File: src/rtl/core_pkg.sv
// Shared core definitions: datapath width, canonical NOP and the fetch queue entry.
package core_pkg;

  localparam int XLEN = 32;

  // addi x0, x0, 0
  localparam logic [31:0] NOP_INST = 32'h00000013;

  typedef struct packed {
    logic [XLEN-1:0] inst;
    logic [XLEN-1:0] pc;
  } fetch_entry_t;

endpackage

File: src/rtl/fetch_buffer.sv
// In-order {inst, pc} queue between Fetch and Decode with first-word-fall-through head
// and single-cycle flush on branch redirect.
module fetch_buffer #(
  parameter int DEPTH = 4,
  parameter int XLEN  = core_pkg::XLEN
) (
  input  logic                     clk,
  input  logic                     reset,
  input  logic                     kill,
  input  logic                     in_valid,
  input  logic [XLEN-1:0]          in_inst,
  input  logic [XLEN-1:0]          in_pc,
  output logic                     in_ready,
  output logic                     out_valid,
  output logic [XLEN-1:0]          out_inst,
  output logic [XLEN-1:0]          out_pc,
  input  logic                     out_ready,
  output logic [$clog2(DEPTH):0]   count,
  output logic                     almost_full
);

  import core_pkg::*;

  localparam int PTR_W = $clog2(DEPTH);
  localparam int CNT_W = PTR_W + 1;

  fetch_entry_t     mem [DEPTH];
  logic [PTR_W-1:0] head;
  logic [PTR_W-1:0] tail;
  logic             enq;
  logic             deq;

  // Ready and valid come only from the registered count, never from the other side.
  assign in_ready    = (count != CNT_W'(DEPTH));
  assign out_valid   = (count != '0);
  assign almost_full = (count >= CNT_W'(DEPTH - 1));

  assign enq = in_valid && in_ready;
  assign deq = out_valid && out_ready;

  always_comb begin
    out_inst = XLEN'(NOP_INST);
    out_pc   = '0;
    if (out_valid) begin
      out_inst = mem[head].inst;
      out_pc   = mem[head].pc;
    end
  end

  always_ff @(posedge clk) begin
    if (reset || kill) begin
      head  <= '0;
      tail  <= '0;
      count <= '0;
    end else begin
      if (enq) begin
        tail <= tail + PTR_W'(1);
      end
      if (deq) begin
        head <= head + PTR_W'(1);
      end
      case ({enq, deq})
        2'b10:   count <= count + CNT_W'(1);
        2'b01:   count <= count - CNT_W'(1);
        default: count <= count;
      endcase
    end
  end

  // Storage is not reset; the count gates every read.
  always_ff @(posedge clk) begin
    if (enq && !reset && !kill) begin
      mem[tail].inst <= in_inst;
      mem[tail].pc   <= in_pc;
    end
  end

endmodule

File: config.mk
export PLATFORM = sky130hd
export DESIGN_NAME = fetch_buffer
export DESIGN_NICKNAME = d
export VERILOG_FILES = /design/src/rtl/core_pkg.sv /design/src/rtl/fetch_buffer.sv
export SDC_FILE = /design/constraint.sdc
export NUM_CORES = 1
export LEC_CHECK = 0
export BUFFER_PORTS_ARGS = -buffer_cell sky130_fd_sc_hd__buf_4
export CAP_MARGIN = 20
export CELL_PAD_IN_SITES_DETAIL_PLACEMENT = 0
export CELL_PAD_IN_SITES_GLOBAL_PLACEMENT = 1
export CORE_MARGIN = 5
export CORE_UTILIZATION = 40
export DETAILED_ROUTE_END_ITERATION = 6
export HOLD_SLACK_MARGIN = 0.08
export PLACE_DENSITY_LB_ADDON = 0.1
export SLEW_MARGIN = 20
export SYNTH_ARGS = -nofsm -noshare
export SYNTH_HDL_FRONTEND = slang
export SYNTH_SLANG_ARGS = --single-unit
File: constraint.sdc
create_clock -name clk -period 3.85 [get_ports clk]
set_input_delay 0.77 -clock clk [delete_from_list [all_inputs] [get_ports clk]]
set_output_delay 0.77 -clock clk [all_outputs]
set_load 0.02 [all_outputs]
==> results.md, run 1 <==
* Synth warn at 0
* Number of buffers created by CTS at 28
* Worst Skew at 0.00610 ns
* 1st-iter DRT viols at 221
* H-Tree Depth at 1
* Final ANT Viol Nets at 0
* Cell Area, Placed at 11,700 um2
* Clk slew on worst S/H paths at 0.06 ns
* Worst Tran Pin Value at 0.665 ns
* Buf/Inv on CP at 3
* # setup viols final at 0
* Worst endpoint required time at 3.08 ns
* Share of synthesized flip-flops with an asynchronous set or reset at 0%
* Vias in the first global route at 5,343
* Cts repair resizes at 0
* RSZ-0062 raised after global routing: no
* Initial antenna violation count at 0
* Syn Nets at 535
* Hold WS at 0.449 ns
* Final instance area at 12,500 um2
* Avg Cell Area, Syn at 22.1 um2
* Top cell type's share of synthesized area at 75.6%
* Share of cells above drive strength 1 at 41.7%
* Period utilization at 85.4%
* CTS tree: built
* Number of synthesized flops with an enable pin at 256
* Row Count at 58
* Post-Syn Area at 10,200 um2
* GR met2 Demand/Resource at 23.9%
* Ant. Diodes at 0
* Min-delay worst type: in2reg
* Die width at 169 um
* Clk sinks at 265
* First-pass GRT wire length at 31.8 mm
* Vias per std cell at 5.00
* Met3 Resource Use GR at 3.84%
* CP Class: reg2out
* Cell repeated most along the worst path: buf_4
* Synth area leaders: edfxtp_1 76%, mux4_2 14%, and2_1 3.8%, dfxtp_1 1.8%, buf_6 0.78%
* Die area at 28,700 um2
* Area growth syn-to-layout at 22.6%
* Maximum vdd drop at 0.340 mV
* Initial Util at 40.5%
* I/O pin count at 139
* Clk_lat worst skew at 0.52 ns
* Minimum clock period at 3.29 ns
* Slew Limit Fails at 0
* CP top delay family: buffers and inverters
* Clock tree buffer depth at 3
* Largest net degree at the start of global routing at 42
* Leakage power of the design at 4.20 nW
* Register area share after synthesis at 77.4%
* Met1 GRT Util at 19.3%
* Critical path data arrival time at 2.52 ns
* DPL Wire Length at 12.4 mm
* Nets at 694
* Pwr/cell area at 475 nW/um2
* Final GP Congestion at 0.720
* Netlist cell types at 29
* MaxCap Viol Count at 0
* Drc violations at 0
* Routed wire per std cell at 21.3 um
* WL final at 20.6 mm
* Setup bufs post-CTS at 0
* CP Capture Type: output pin
* CTS Hold Buffers Added at 0
* Synth Instances at 460
* DR vias at 4,839
* Drt pass-1 iters at 4
* CP startpoint kind: flip-flop
* Layer with the highest usage: met2
* Core ar. at 25,100 um2
* Leading area contributor after synthesis: edfxtp_1
* Total grt overflow at 0
* Fin. Hold Viols at 0
* Max Freq at 304 MHz
* Crit path max fanout at 39
* Fill cells at 2,143
* CP peak stage delay at 0.48 ns
* Most used DFF post-synth: edfxtp_1
* Die height at 169 um
* Gr usage total at 14.4%
* Slew margin rel. at 55.7%
* CP max stage cell: nor3_2
* Worst-path cell chain: nor3_2 > inv_2 > buf_4 > and2_1 > buf_4
* Flops & latches, synth at 265
* CTS root buffer: clkbuf_16
* PortBufs at 138
* Setup TNS at 0 ns
* Status: finished, final reports clean
[cells by family after synthesis]
| kind of cell | after synthesis | synth area share (%) |
|---|---|---|
| DFF | 265 | 77.4 |
| and+or+nand+nor | 85 | 5.18 |
| muxes | 65 | 14.3 |
| buffers and inverters | 28 | 1.66 |
| AOI/OAI and AO/OA | 9 | 0.554 |
| adders and majority gates | 6 | 0.812 |
| xor gates and xnor gates | 2 | 0.172 |
[metrics by stage]
stage / util, % / total power, mW / setup slack, ns / cells
after floorplan: - / 3.44 / 0.740 / 460
after global placement: 46.4 / 3.62 / 1.12 / 919
after detailed placement: 46.4 / 3.63 / 1.06 / 919
after CTS: 49.7 / 6.01 / 0.486 / 968
after global routing: 49.7 / 6.17 / 0.367 / 968
final: 49.7 / 5.92 / 0.563 / 968
[routing by layer]
layer / wire length (um) / up-vias / share of wire, %
met3: 1380 / 22 / 6.7
met2: 10300 / 126 / 50
li1: - / 2183 / -
met5: 0 / - / 0
met1: 8700 / 2508 / 42
met4: 257 / 0 / 1.2
[registers in the layout, summed over array words and instances, names as in the netlist, named ones only]
register  cells
count         3
tail          2
mem         256
head          2
[synth_stat cells, types with 2 or more instances]
master and count:
a21oi_1 3, and2_1 62, and3_1 4, buf_2 6, buf_6 7, clkbuf_1 7, dfxtp_1 9, edfxtp_1 256
ha_1 5, inv_1 5, inv_2 2, mux4_2 64, nand2_1 4, nor2_1 4, o21ai_0 4, or2_1 4
xor2_1 2
[final timing paths]
kind,startpoint,end,slack (ns),cells past startpoint
worst min-delay path,in_inst[27],mem[0][59],0.45,1
worst min register to register,head[1],flip-flop,0.49,2
worst max register to register,count[2],count[2],1.20,9
worst max-delay path,count[2],out_inst[20],0.56,5
[report_power, final]
| part | leakage, nW | internal, mW | switching [mW] | total (mW) |
|---|---|---|---|---|
| sequential | 2.39 | 3.19 | 0.0128 | 3.21 |
| combinational | 1.41 | 0.165 | 0.192 | 0.356 |
| clock | 0.404 | 1.36 | 1.00 | 2.36 |
| total | 4.20 | 4.72 | 1.21 | 5.92 |
[cell usage in the layout (no fill, tap or decap), types with 3 or more instances in the layout]
master | Yosys | final
nand2_1 | 4 | 4
clkbuf_1 | 7 | 4
a21oi_1 | 3 | 3
ha_1 | 5 | 5
and3_4 | 0 | 4
clkinv_2 | 0 | 8
clkinv_1 | 0 | 7
clkbuf_16 | 0 | 29
or2_1 | 4 | 4
mux4_2 | 64 | 64
inv_1 | 5 | 5
edfxtp_1 | 256 | 256
buf_4 | 1 | 145
and2_1 | 62 | 62
o21ai_0 | 4 | 4
dfxtp_1 | 9 | 7
nor2_1 | 4 | 4
buf_12 | 0 | 5
[cell type report]
type / instances / area, um2 / share of cell area (%)
Tap cell: 330 / 413 / 3.31
Clock inverter: 16 / 73.8 / 0.592
Timing Repair Buffer: 150 / 1190 / 9.53
Multi-Input combinational cell: 167 / 2150 / 17.3
Clock buffer: 33 / 741 / 5.94
Sequential cell: 265 / 7880 / 63.1
Inverter: 7 / 26.3 / 0.211
No activity file was read; power rests on OpenSTA's default activity.
==> run 2, diff against run 1 <==
==> constraint.sdc (replaced) <==
create_clock -name clk -period 2.77 [get_ports clk]
set_input_delay 0.554 -clock clk [delete_from_list [all_inputs] [get_ports clk]]
set_output_delay 0.554 -clock clk [all_outputs]
set_load 0.02 [all_outputs]
==> results.md, run 2 (synthesized netlist as in run 1, its figures left out) <==
* Minimum clock period at 2.65 ns
* Gr usage total at 14.2% (was 14.4%)
* Worst Skew at 0.0123 ns (was 0.00610 ns)
* Ant. Diodes at 0 (unchanged)
* DR vias at 4,936 (was 4,839)
* Leakage power of the design at 4.25 nW (was 4.20 nW)
* MaxCap Viol Count at 0 (unchanged)
* WL final at 20.4 mm (was 20.6 mm)
* Buf/Inv on CP at 2 (was 3)
* Crit path max fanout at 23 (was 39)
* Largest register FFs at 256 (unchanged)
* CP startpoint kind: flip-flop (unchanged)
* Die area at 28,700 um2 (unchanged)
* CTS root buffer: clkbuf_16 (unchanged)
* Most frequent cells in the layout: 256 x edfxtp_1, 146 x buf_4, 64 x mux4_2, 62 x and2_1, 27 x clkbuf_16 (was 256 x edfxtp_1, 145 x buf_4, 64 x mux4_2, 62 x and2_1, 29 x clkbuf_16)
* CP Class: reg2out (unchanged)
* Routed wire per std cell at 20.9 um (was 21.3 um)
* Clk_lat worst skew at 0.52 ns (about the same)
* Number of buffers created by CTS at 27 (was 28)
* CP max stage cell: mux4_2 (was nor3_2)
* Maximum vdd drop at 0.493 mV (was 0.340 mV)
* Core ar. at 25,100 um2 (unchanged)
* Share of cells above drive strength 1 at 41.9% (was 41.7%)
* Clk slew on worst S/H paths at 0.06 ns (about the same)
* Most common cell after layout, fill and taps aside: edfxtp_1 (unchanged)
* Final GP Congestion at 0.741 (was 0.720)
* CP top delay family: multiplexers (was buffers and inverters)
* CTS tree: built (unchanged)
* Cts repair resizes at 0 (unchanged)
* Min-delay worst type: in2reg (unchanged)
* Final ANT Viol Nets at 0 (unchanged)
* Slew Limit Fails at 0 (unchanged)
* RSZ-0062 raised after global routing: no (unchanged)
* Row Count at 58 (unchanged)
* Drc violations at 0 (unchanged)
* DPL Wire Length at 12.3 mm (was 12.4 mm)
* Period utilization at 95.8%
* Status: finished, final reports clean (unchanged)
* Worst-path cell chain: buf_12 > mux4_2 > or2_1 > buf_4 (was nor3_2 > inv_2 > buf_4 > and2_1 > buf_4)
* Worst endpoint required time at 2.22 ns (was 3.08 ns)
* Worst Tran Pin Value at 0.592 ns (was 0.665 ns)
* Initial antenna violation count at 0 (unchanged)
* I/O pin count at 139 (unchanged)
* Die width at 169 um (unchanged)
* Max Freq at 377 MHz
* Vias in the first global route at 5,423 (was 5,343)
* Die height at 169 um (unchanged)
* Largest net degree at the start of global routing at 42 (unchanged)
* First-pass GRT wire length at 31.3 mm (was 31.8 mm)
* Setup TNS at 0 ns (unchanged)
* 1st-iter DRT viols at 273 (was 221)
* Total grt overflow at 0 (unchanged)
* Pwr/cell area at 661 nW/um2 (was 475 nW/um2)
* H-Tree Depth at 1 (unchanged)
* Vias per std cell at 5.06 (was 5.00)
* # setup viols final at 0 (unchanged)
* CP peak stage delay at 0.52 ns (was 0.48 ns)
* Clock tree buffer depth at 3 (unchanged)
* Drt pass-1 iters at 4 (unchanged)
* Clk sinks at 265 (unchanged)
* PortBufs at 138 (unchanged)
* Fin. Hold Viols at 0 (unchanged)
* Slew margin rel. at 60.4% (was 55.7%)
* Reg with most FFs: mem (unchanged)
* Initial Util at 40.5% (unchanged)
* Area growth syn-to-layout at 24.0% (was 22.6%)
* Largest regs: mem (256), count (3) (unchanged)
* CP Capture Type: output pin (unchanged)
* Nets at 700 (was 694)
* Fill cells at 2,112 (was 2,143)
* Total Power at 8.34 mW (was 5.92 mW)
* Critical path data arrival time at 2.10 ns (was 2.52 ns)
==> run 2: cell count changes in the layout (fill, tap and decap cells not counted), sizes merged <==
cell    previous run  this run
buf              150       157
bufinv             0         2
clkinv            15        12
inv                7         8
==> run 2: what timing repair did <==
action                                  CTS  global route
endpoints found under the setup margin   55             0
hold buffers                              0             0
buffers inserted                          2             0
==> run 2: worst paths after layout <==
kind / startpoint / to / slack (ns) / cells after the start
setup / recovery: flip-flop / out_inst[1] / 0.12 / 4
hold / removal: in_inst[11] / mem[3][43] / 0.23 / 1
setup reg to reg: count[2] / count[2] / 0.32 / 9
hold reg to reg: head[1] / flip-flop / 0.50 / 2
==> run 2: worst reg2reg max path, cell delays in order (launching register included) <==
cell and delay [ns]:
dfxtp_1 0.41, or3b_4 0.42, and2_4 0.20, inv_2 0.05, ha_1 0.17, inv_1 0.06
fa_1 0.37, xor2_1 0.16, or3_2 0.41, a21oi_1 0.14
==> run 2: where the power goes <==
group          internal [mW]  switching [mW]  leakage (nW)
clock network           1.97            1.41         0.401
logic                  0.238           0.272          1.47
registers               4.44          0.0129          2.39
total                   6.64            1.69          4.25
==> run 2: area by class of cell <==
class,instances,area (um2),area share [%]
Clock buffer,33,698,5.54
Clock inverter,16,126,1.00
Inverter,7,26.3,0.208
Multi-Input combinational cell,167,2150,17.1
Sequential cell,265,7880,62.5
Tap cell,330,413,3.27
Timing Repair Buffer,157,1320,10.4
==> run 2: per-layer routing <==
| layer | share of wire (%) | up-vias | GRT usage [%] |
|---|---|---|---|
| met5 | 0 | - | 0 |
| met4 | 2.1 | 0 | 3.29 |
| met3 | 5.4 | 31 | 3.24 |
| met2 | 51 | 121 | 24.9 |
| met1 | 41 | 2589 | 18.2 |
| li1 | - | 2195 | - |
==> run 2: metrics by stage <==
step | instances | setup WS (ns) | hold WS (ns) | area, um2 | util, %
2_1_floorplan | 460 | 0.174 | 0.459 | 10200 | -
3_3_place_gp | 924 | 0.382 | 0.467 | 11800 | 46.9
3_5_place_dp | 924 | 0.331 | 0.489 | 11800 | 46.9
4_1_cts | 975 | 0.0406 | 0.197 | 12600 | 50.2
5_1_grt | 975 | 0.00462 | 0.192 | 12600 | 50.2
6_report | 975 | 0.117 | 0.230 | 12600 | 50.2
